--- config.mk ---
export PLATFORM = sky130hd
export DESIGN_NAME = mac_seq_ctrl_flat
export DESIGN_NICKNAME = d
export VERILOG_FILES = /design/src/rtl/mac_seq_ctrl_if.sv /design/src/rtl/mac_seq_ctrl.sv /design/src/flat_wrapper.sv
export SDC_FILE = /design/constraint.sdc
export NUM_CORES = 1
export LEC_CHECK = 0
export CAP_MARGIN = 20
export CORE_UTILIZATION = 60
export DETAILED_ROUTE_END_ITERATION = 10
export GPL_ROUTABILITY_DRIVEN = 0
export HOLD_SLACK_MARGIN = 0.03
export PLACE_DENSITY = 0.83
export SYNTH_ARGS = -nofsm -noshare
export SYNTH_HDL_FRONTEND = slang
export SYNTH_SLANG_ARGS = --single-unit
export TNS_END_PERCENT = 5
--- constraint.sdc ---
create_clock -name clk -period 9.05 [get_ports clk]
set_input_delay 2.2625 -clock clk [delete_from_list [all_inputs] [get_ports clk]]
set_output_delay 2.2625 -clock clk [all_outputs]
set_load 0.005 [all_outputs]
--- src/rtl/mac_seq_ctrl_if.sv ---
// mac_seq_ctrl_if: operand-in / result-out handshake bundle for the MAC sequencer.
interface mac_seq_ctrl_if #(parameter int OP_W = 10, parameter int ACC_W = 20);
  logic            in_valid;
  logic            in_ready;
  logic [OP_W-1:0] in_a;
  logic [OP_W-1:0] in_b;
  logic            in_last;
  logic            out_valid;
  logic            out_ready;
  logic [ACC_W-1:0] out_acc;
  logic            out_ovf;
  logic            busy;
  modport master (output in_valid, in_a, in_b, in_last, out_ready,
                  input in_ready, out_valid, out_acc, out_ovf, busy);
  modport slave  (input in_valid, in_a, in_b, in_last, out_ready,
                  output in_ready, out_valid, out_acc, out_ovf, busy);
endinterface

--- src/rtl/mac_seq_ctrl.sv ---
// mac_seq_ctrl: shift-add dot-product sequencer sharing one ACC_W adder.
// Define MAC_SAT_EN for a saturating accumulator; otherwise it wraps.
module mac_seq_ctrl #(
  parameter int OP_W  = 10,
  parameter int ACC_W = 20,
  parameter int CNT_W = 4
) (
  input logic         clk,
  input logic         rst_n,
  mac_seq_ctrl_if.slave bus
);
  typedef enum logic [1:0] {IDLE, MUL, ACC, DONE} state_t;
  state_t           state_q, state_d;
  logic [ACC_W-1:0] acc_q, acc_d, prod_q, prod_d, mcand_q, mcand_d;
  logic [ACC_W-1:0] add_a, add_b, sum;
  logic [OP_W-1:0]  mplier_q, mplier_d;
  logic [CNT_W-1:0] cnt_q, cnt_d;
  logic             last_q, last_d, ovf_q, ovf_d, wrap;
  logic             in_ready_q, out_valid_q, busy_q;

  always_comb begin
    add_a    = state_q == ACC ? acc_q : prod_q;
    add_b    = state_q == ACC ? prod_q : (mplier_q[0] ? mcand_q : '0);
    sum      = add_a + add_b;
    wrap     = sum < acc_q;
    state_d  = state_q;
    acc_d    = acc_q;
    prod_d   = prod_q;
    mcand_d  = mcand_q;
    mplier_d = mplier_q;
    cnt_d    = cnt_q;
    last_d   = last_q;
    ovf_d    = ovf_q;
    case (state_q)
      IDLE: if (bus.in_valid && in_ready_q) begin
        mcand_d  = {{(ACC_W-OP_W){1'b0}}, bus.in_a};
        mplier_d = bus.in_b;
        last_d   = bus.in_last;
        prod_d   = '0;
        cnt_d    = '0;
        state_d  = MUL;
      end
      MUL: begin
        prod_d   = sum;
        mcand_d  = mcand_q << 1;
        mplier_d = mplier_q >> 1;
        cnt_d    = cnt_q + CNT_W'(1);
        state_d  = cnt_q == CNT_W'(OP_W-1) ? ACC : MUL;
      end
      ACC: begin
`ifdef MAC_SAT_EN
        acc_d = wrap ? '1 : sum;
`else
        acc_d = sum;
`endif
        ovf_d   = ovf_q | wrap;
        state_d = last_q ? DONE : IDLE;
      end
      DONE: if (bus.out_ready) begin
        acc_d   = '0;
        ovf_d   = 1'b0;
        state_d = IDLE;
      end
      default: state_d = IDLE;
    endcase
  end

  // handshake outputs are registered from the next state so they track state_q exactly
  always_ff @(posedge clk or negedge rst_n) begin
    if (!rst_n) begin
      state_q     <= IDLE;
      acc_q       <= '0;
      prod_q      <= '0;
      mcand_q     <= '0;
      mplier_q    <= '0;
      cnt_q       <= '0;
      last_q      <= 1'b0;
      ovf_q       <= 1'b0;
      in_ready_q  <= 1'b1;
      out_valid_q <= 1'b0;
      busy_q      <= 1'b0;
    end else begin
      state_q     <= state_d;
      acc_q       <= acc_d;
      prod_q      <= prod_d;
      mcand_q     <= mcand_d;
      mplier_q    <= mplier_d;
      cnt_q       <= cnt_d;
      last_q      <= last_d;
      ovf_q       <= ovf_d;
      in_ready_q  <= state_d == IDLE;
      out_valid_q <= state_d == DONE;
      busy_q      <= state_d != IDLE;
    end
  end

  assign bus.in_ready  = in_ready_q;
  assign bus.out_valid = out_valid_q;
  assign bus.out_acc   = acc_q;
  assign bus.out_ovf   = ovf_q;
  assign bus.busy      = busy_q;
endmodule

--- src/flat_wrapper.sv ---
// flat-port wrapper written by rule: the top's interface ports become plain ports
module mac_seq_ctrl_flat 
#(
  parameter int OP_W  = 10,
  parameter int ACC_W = 20,
  parameter int CNT_W = 4
)
  (clk, rst_n, bus_in_valid, bus_in_a, bus_in_b, bus_in_last, bus_out_ready, bus_in_ready, bus_out_valid, bus_out_acc, bus_out_ovf, bus_busy);
  mac_seq_ctrl_if #(.OP_W(OP_W), .ACC_W(ACC_W)) bus_i ();
  input logic clk;
  input logic rst_n;
  input wire logic [$bits(bus_i.in_valid)-1:0] bus_in_valid;
  input wire logic [$bits(bus_i.in_a)-1:0] bus_in_a;
  input wire logic [$bits(bus_i.in_b)-1:0] bus_in_b;
  input wire logic [$bits(bus_i.in_last)-1:0] bus_in_last;
  input wire logic [$bits(bus_i.out_ready)-1:0] bus_out_ready;
  output wire logic [$bits(bus_i.in_ready)-1:0] bus_in_ready;
  output wire logic [$bits(bus_i.out_valid)-1:0] bus_out_valid;
  output wire logic [$bits(bus_i.out_acc)-1:0] bus_out_acc;
  output wire logic [$bits(bus_i.out_ovf)-1:0] bus_out_ovf;
  output wire logic [$bits(bus_i.busy)-1:0] bus_busy;
  assign bus_i.in_valid = bus_in_valid;
  assign bus_i.in_a = bus_in_a;
  assign bus_i.in_b = bus_in_b;
  assign bus_i.in_last = bus_in_last;
  assign bus_i.out_ready = bus_out_ready;
  assign bus_in_ready = bus_i.in_ready;
  assign bus_out_valid = bus_i.out_valid;
  assign bus_out_acc = bus_i.out_acc;
  assign bus_out_ovf = bus_i.out_ovf;
  assign bus_busy = bus_i.busy;
  mac_seq_ctrl #(.OP_W(OP_W), .ACC_W(ACC_W), .CNT_W(CNT_W)) u_core (.clk(clk), .rst_n(rst_n), .bus(bus_i));
endmodule
==> impl_metrics.py, run 1 <==
metrics = {
    "power_and_ir_drop": {
        "power_frac_clock": 0.169,
        "power_leakage_nw": 2.77,
        "intPower_mw": 0.973,
        "netSwitchingFraction": 0.429,
        "switchingPower_mw": 0.732,
        "seq_power_share": 0.350,
        "peakVddDrop_uv": 185,
        "combPwrFrac": 0.481,
        "p_per_area_nw_per_um2": 286,
    },
    "setup_path": {
        "endpoint_kind": "flip-flop",
        "critPathLaunchType": "flip-flop",
        "worstPathArrival_ns": 5.10,
        "r2r_cells": 17,
        "r2r_start": "u_core.state_q[0]$_DFF_PN0_",
        "crit_type": "flip-flop to flip-flop",
        "critical_path_required_ns": 9.32,
        "r2r_slack_ns": 4.22,
        "r2r_end": "u_core.bus.out_ovf$_DFFE_PN0P_",
        "critPathMaxFanout": 58,
    },
    "cts": {
        "clkLatencyLatePin_ns": 0.37,
        "cts_hold_buf": 0,
        "clk_pin_slew_ns": 0.10,
        "cts_buffers": 9,
        "cts.sinks": 81,
        "root_buffer": "clkbuf_8",
        "ctsLongestPathBuffers": 2,
        "cts_resized": 0,
        "ctsHtreeMaxLevel": 3,
        "tritoncts": "built",
        "post-cts-setup-buffers": 0,
    },
    "synth": {
        "synthDistinctLibCells": 54,
        "syn_nets": 680,
        "syn_area_sq_um": 5230,
        "ys_seq_area_frac": 0.388,
        "synth_edf_count": 0,
        "yosys_warnings": 0,
        "syn_inst": 614,
        "ys.flop_type": "dfrtp_1",
        "async_flop_share": 1.00,
        "ys_ff_latch": 81,
        "synth_area_per_cell_sq_um": 8.52,
    },
    "drt": {
        "routed_wl_microns": 12500,
        "drc": 0,
        "vias_per_cell": 6.10,
        "wl_per_cell_microns": 16.7,
        "detail-route-antenna-nets": 0,
        "via_count": 4569,
        "drt_iter0_drc": 336,
        "first_pass_iters": 5,
    },
    "timing": {
        "maxSlewHeadroom": 0.316,
        "period_minus_slack_ns": 4.83,
        "hold_viol_final": 0,
        "finalSetupViolations": 0,
        "worst_clock_skew_ns": 0.0143,
        "tns_ns": 0,
        "slew_viol_final": 0,
        "finalCritPeriodShare": 0.534,
        "rsz0062_at_grt": "no",
        "worst_slew_pin_slew_ns": 1.03,
        "fmax_mhz": 207,
    },
    "global_routing": {
        "busiest_layer": "met2",
        "grt_pass1_wl_microns": 20600,
        "grt_start_max_net_pins": 82,
        "grt_use_total": 0.295,
        "grtUsageMet1": 0.394,
        "antenna_found_initial": 0,
        "grt_pass1_vias": 4274,
        "use_met2": 0.464,
        "use_met3": 0.0718,
        "overflow": 0,
    },
    "floorplan": {
        "start_util": 0.627,
        "die_area_sq_um": 9100,
        "boundaryPins": 49,
        "die_x_microns": 95.4,
        "core_sq_um": 8340,
        "die_h_microns": 95.4,
        "rows": 33,
    },
    "worst_hold_path": {
        "whs_path_depth": 2,
        "hold_class": "flip-flop to flip-flop",
        "hold_path_startpoint": "u_core.mplier_q[7]$_DFFE_PN0P_",
        "hold_path_end": "u_core.mplier_q[6]$_DFFE_PN0P_",
    },
    "place": {
        "io_buffers": 48,
        "dp.final_hpwl_microns": 8480,
        "placed_cells": 732,
    },
    "final_layout": {
        "stdcell_count": 749,
        "final_common_cell": "nand2_1",
        "drive_above_1_share": 0.0683,
        "final_cell_mix": "nand2_1 (148), dfrtp_1 (80), o21ai_0 (66)",
        "area_growth_pct": 13.8,
        "antenna_cells": 0,
        "nets": 705,
    },
    "run_status": {
        "status": "finished clean",
    },
    "flow_run": {
        "drv_cap": 0,
    },
}
[synthesized netlist by cell type, types with 3 or more instances]
cell / instances / share of area
a21o_1: 9 / 0.013
a21oi_1: 20 / 0.019
a21oi_2: 4 / 0.0067
a22o_1: 25 / 0.042
buf_1: 4 / 0.0029
buf_2: 6 / 0.0057
clkbuf_1: 26 / 0.019
dfrtp_1: 80 / 0.38
ha_1: 40 / 0.096
inv_1: 33 / 0.024
mux2i_1: 18 / 0.034
nand2_1: 148 / 0.11
nand2b_1: 5 / 0.0060
nand3_1: 26 / 0.025
nand4_1: 7 / 0.0084
nor2_1: 11 / 0.0079
nor2b_1: 4 / 0.0048
nor3_1: 3 / 0.0029
o21a_1: 3 / 0.0043
o21ai_0: 66 / 0.063
o21ai_1: 12 / 0.011
o21bai_1: 5 / 0.0072
o22ai_1: 3 / 0.0036
xnor2_1: 8 / 0.013
xor2_1: 9 / 0.015
[state kept, by name, summed over array words and instances (netlist names), 2 cells and up]
| name | flops |
|---|---|
| u_core.cnt_q | 4 |
| u_core.state_q | 2 |
| u_core.mplier_q | 10 |
| u_core.bus.out_acc | 20 |
| u_core.mcand_q | 20 |
| u_core.prod_q | 20 |
[stage by stage]
| stage | power [mW] | hold slack [ns] | instance area (sq um) | util | worst slack [ns] |
|---|---|---|---|---|---|
| 2_1_floorplan | 1.14 | 0.455 | 5230 | - | 5.26 |
| 3_5_place_dp | 1.40 | 0.475 | 5720 | 0.685 | 4.42 |
| 5_1_grt | 1.83 | 0.525 | 5950 | 0.714 | 3.91 |
| 6_report | 1.70 | 0.501 | 5950 | 0.714 | 4.22 |
| 4_1_cts | 1.70 | 0.501 | 5930 | 0.711 | 4.31 |
| 3_3_place_gp | 1.37 | 0.473 | 5720 | 0.685 | 4.40 |
[worst max-delay path, cell delays in order, from the launching register on]
cell	delay, ns
dfrtp_1	0.48
nand2b_2	0.71
nand3_1	0.28
nand2_1	0.09
ha_1	0.23
fa_1	0.42
a21oi_1	0.20
o21ai_1	0.15
a32oi_1	0.25
o21ai_2	0.12
o22ai_1	0.25
xor2_1	0.34
inv_1	0.08
ha_1	0.31
nand4_1	0.10
nor3_1	0.29
o21ai_0	0.25
o211a_1	0.16
[metal layers]
layer / share of wire / up-vias
met5: 0 / -
met4: 0.023 / 0
met3: 0.071 / 26
met2: 0.47 / 184
met1: 0.43 / 2185
li1: - / 2174
[worst max-delay path by stage]
stage                                           start                             end  slack [ns]  cells past startpoint
after CTS                 u_core.state_q[0]$_DFF_PN0_  u_core.bus.out_ovf$_DFFE_PN0P_        4.31                     17
after floorplan           u_core.state_q[0]$_DFF_PN0_  u_core.bus.out_ovf$_DFFE_PN0P_        5.26                     22
final                     u_core.state_q[0]$_DFF_PN0_  u_core.bus.out_ovf$_DFFE_PN0P_        4.22                     17
after global placement    u_core.state_q[0]$_DFF_PN0_  u_core.bus.out_ovf$_DFFE_PN0P_        4.40                     17
after detailed placement  u_core.state_q[0]$_DFF_PN0_  u_core.bus.out_ovf$_DFFE_PN0P_        4.42                     17
after global routing      u_core.state_q[0]$_DFF_PN0_  u_core.bus.out_ovf$_DFFE_PN0P_        3.91                     15
[power groups by stage]
| stage | logic (mW) | registers [mW] | clock network [mW] |
|---|---|---|---|
| after global routing | 0.915 | 0.612 | 0.305 |
| final | 0.820 | 0.597 | 0.288 |
| after CTS | 0.812 | 0.595 | 0.291 |
| after floorplan | 0.572 | 0.566 | 0 |
| after global placement | 0.774 | 0.593 | 0 |
| after detailed placement | 0.803 | 0.600 | 0 |
[cell type report]
type                       count  area (sq um)
tap                          105           131
multi-input combinational    461          2920
inverter                      33           124
sequential                    81          2030
fill                         632          2390
clock inverter                 6          73.8
clock buffer                  10           138
timing repair buffer          53           536
[kinds of logic (layout without fill, tap and decap cells)]
family | Yosys count | count (layout) | share of synthesized area
compound gates | 172 | 172 | 0.217
xor+xnor | 19 | 19 | 0.0347
mux | 18 | 18 | 0.0344
buf+inv | 72 | 102 | 0.0567
flops | 81 | 81 | 0.388
simple gates | 211 | 211 | 0.170
fa+ha+maj | 41 | 41 | 0.0995
Note: power is estimated with default switching activity, not from simulation.
==> inputs of run 2 (changes only) <==
--- a/config.mk
+++ b/config.mk
@@ -6,11 +6,11 @@
 export NUM_CORES = 1
 export LEC_CHECK = 0
 export CAP_MARGIN = 20
-export CORE_UTILIZATION = 60
+export CORE_UTILIZATION = 53
 export DETAILED_ROUTE_END_ITERATION = 10
 export GPL_ROUTABILITY_DRIVEN = 0
 export HOLD_SLACK_MARGIN = 0.03
-export PLACE_DENSITY = 0.83
+export PLACE_DENSITY = 0.78
 export SYNTH_ARGS = -nofsm -noshare
 export SYNTH_HDL_FRONTEND = slang
 export SYNTH_SLANG_ARGS = --single-unit
==> constraint.sdc (replaced) <==
create_clock -name clk -period 4.2 [get_ports clk]
set_input_delay 1.05 -clock clk [delete_from_list [all_inputs] [get_ports clk]]
set_output_delay 1.05 -clock clk [all_outputs]
set_load 0.005 [all_outputs]
==> run 2 against run 1 <==
  * Count of clock-buffer cells in the layout did not move
  * Hold slack better by 0.0048 ns
  * Setup slack lost 4.0 ns
  * Sequential power is 110% higher
  * Design area is 1.5% higher
  * Die area increased by 13%
  * Clock skew fell by 0.0013 ns
  * Power grew 120%
  * Critical endpoint unchanged
  * Largest cell class unchanged
==> impl_metrics.py, run 2 (synthesis gave the netlist of run 1 again) <==
metrics = {
    "setup_path": {
        "r2r_slack_ns": 0.27,
        "worstPathArrival_ns": 4.19,
        "critical_path_required_ns": 4.46,
        "r2r_cells": 18,
        "crit_type": "flip-flop to flip-flop",
        "r2r_end": "u_core.bus.out_ovf$_DFFE_PN0P_",
        "critPathLaunchType": "flip-flop",
        "endpoint_kind": "flip-flop",
        "critPathMaxFanout": 19,
        "r2r_start": "u_core.state_q[1]$_DFF_PN0_",
    },
    "floorplan": {
        "die_h_microns": 101,
        "start_util": 0.556,
        "boundaryPins": 49,
        "die_area_sq_um": 10300,
        "rows": 35,
        "die_x_microns": 101,
        "core_sq_um": 9420,
    },
    "final_layout": {
        "final_common_cell": "nand2_1",
        "antenna_cells": 0,
        "drive_above_1_share": 0.0831,
        "nets": 711,
        "final_cell_mix": "nand2_1 (148), dfrtp_1 (79), o21ai_0 (66)",
        "fin_util": 0.642,
        "area_growth_pct": 15.6,
    },
    "global_routing": {
        "grt_start_max_net_pins": 82,
        "overflow": 0,
        "grt_use_total": 0.274,
        "antenna_found_initial": 0,
        "grt_pass1_wl_microns": 21900,
        "grt_pass1_vias": 4493,
    },
    "drt": {
        "via_count": 4570,
        "vias_per_cell": 5.87,
        "drc": 0,
        "wl_per_cell_microns": 16.7,
        "first_pass_iters": 7,
        "drt_iter0_drc": 403,
        "detail-route-antenna-nets": 0,
        "routed_wl_microns": 13000,
    },
    "timing": {
        "tns_ns": 0,
        "hold_viol_final": 0,
        "worst_clock_skew_ns": 0.0130,
        "maxSlewHeadroom": 0.430,
        "fmax_mhz": 254,
        "period_minus_slack_ns": 3.93,
        "finalCritPeriodShare": 0.937,
        "worst_slew_pin_slew_ns": 0.854,
        "finalSetupViolations": 0,
        "slew_viol_final": 0,
        "rsz0062_at_grt": "no",
    },
    "cts": {
        "clkLatencyLatePin_ns": 0.36,
        "ctsLongestPathBuffers": 2,
        "clk_pin_slew_ns": 0.10,
        "root_buffer": "clkbuf_8",
        "cts.sinks": 81,
        "cts_hold_buf": 0,
        "ctsHtreeMaxLevel": 3,
        "cts_buffers": 9,
        "tritoncts": "built",
    },
    "power_and_ir_drop": {
        "power_leakage_nw": 2.80,
        "p_per_area_nw_per_um2": 618,
        "peakVddDrop_uv": 440,
    },
    "worst_hold_path": {
        "whs_path_depth": 2,
        "hold_path_startpoint": "u_core.mplier_q[3]$_DFFE_PN0P_",
        "hold_path_end": "u_core.mplier_q[2]$_DFFE_PN0P_",
        "hold_class": "flip-flop to flip-flop",
    },
    "place": {
        "io_buffers": 48,
        "dp.final_hpwl_microns": 9180,
    },
    "run_status": {
        "status": "finished clean",
    },
    "flow_run": {
        "drv_cap": 0,
    },
}
## run 2: cell count changes in the layout (fill, tap and decap cells not counted), sizes merged
cell | previous run | this run
buf | 6 | 12
clkinv | 0 | 2
clkinvlp | 2 | 1
inv | 36 | 35
## run 2: power by group
part	switching, mW	internal (mW)
Clock	0.319	0.300
Combinational	1.06	0.773
Sequential	0.236	1.05
Total	1.61	2.12
## run 2: area by class of cell
cell class	count	area, sq um
multi-input combinational	461	2940
sequential	81	2030
fill	762	3370
clock inverter	6	75.1
timing repair buffer	59	581
inverter	33	124
tap	129	161
clock buffer	10	138
## run 2: routing by layer
metal,GRT usage,share of wire
met1,0.380,0.45
met3,0.0476,0.057
met5,0,0
met2,0.438,0.47
met4,0.0925,0.021
## run 2: how the worst max path moves through the flow
stage,start,to,slack (ns),cells past startpoint
2_1_floorplan,u_core.state_q[0]$_DFF_PN0_,u_core.bus.out_ovf$_DFFE_PN0P_,0.41,22
3_3_place_gp,u_core.state_q[1]$_DFF_PN0_,u_core.bus.out_ovf$_DFFE_PN0P_,0.43,19
3_5_place_dp,u_core.state_q[1]$_DFF_PN0_,u_core.bus.out_ovf$_DFFE_PN0P_,0.23,19
4_1_cts,u_core.state_q[1]$_DFF_PN0_,u_core.bus.out_ovf$_DFFE_PN0P_,0.19,19
5_1_grt,u_core.state_q[1]$_DFF_PN0_,u_core.bus.out_ovf$_DFFE_PN0P_,0.02,19
6_report,u_core.state_q[1]$_DFF_PN0_,u_core.bus.out_ovf$_DFFE_PN0P_,0.27,18
## run 2: per-stage QoR
stage               area [sq um]  setup WS, ns  std cells  total power, mW  hold WS, ns
finish                      6050         0.266        779             3.74        0.506
global route                6050        0.0228        779             4.04        0.547
CTS                         6000         0.186        778             3.71        0.509
detailed placement          5790         0.235        762             3.08        0.487
global placement            5790         0.429        762             3.00        0.468
floorplan                   5230         0.408        614             2.45        0.455
## run 2: critical path: stages, from the launching register on
cell	delay, ns
dfrtp_2	0.50
nor2b_2	0.18
buf_4	0.20
nand2_1	0.09
nand2_1	0.05
ha_1	0.22
fa_1	0.42
a21oi_2	0.17
o21ai_1	0.13
a32oi_1	0.30
o21ai_2	0.13
o22ai_1	0.23
xor2_1	0.31
inv_1	0.09
ha_1	0.30
nand4_1	0.09
nor3_1	0.18
o21ai_0	0.13
o211a_1	0.13
## run 2: timing repair
action                     4_1_cts  5_1_grt
resized for setup                0        5
setup endpoints to repair        0        1
buffers inserted                 0        0
hold endpoints to repair         0        0
==> inputs of run 3 (changes only) <==
--- a/config.mk
+++ b/config.mk
@@ -7,6 +7,7 @@
 export LEC_CHECK = 0
 export CAP_MARGIN = 20
 export CORE_UTILIZATION = 53
+export CTS_CLUSTER_DIAMETER = 40
 export DETAILED_ROUTE_END_ITERATION = 10
 export GPL_ROUTABILITY_DRIVEN = 0
 export HOLD_SLACK_MARGIN = 0.03
==> constraint.sdc (replaced) <==
create_clock -name clk -period 4.2 [get_ports clk]
set_input_delay 0.84 -clock clk [delete_from_list [all_inputs] [get_ports clk]]
set_output_delay 0.84 -clock clk [all_outputs]
set_load 0.005 [all_outputs]
==> results of run 3 <==
The final DEF is identical to that of run 2. Status: finished clean.
Main changes from that run: hold slack 0.506 ns -> 0.425 ns
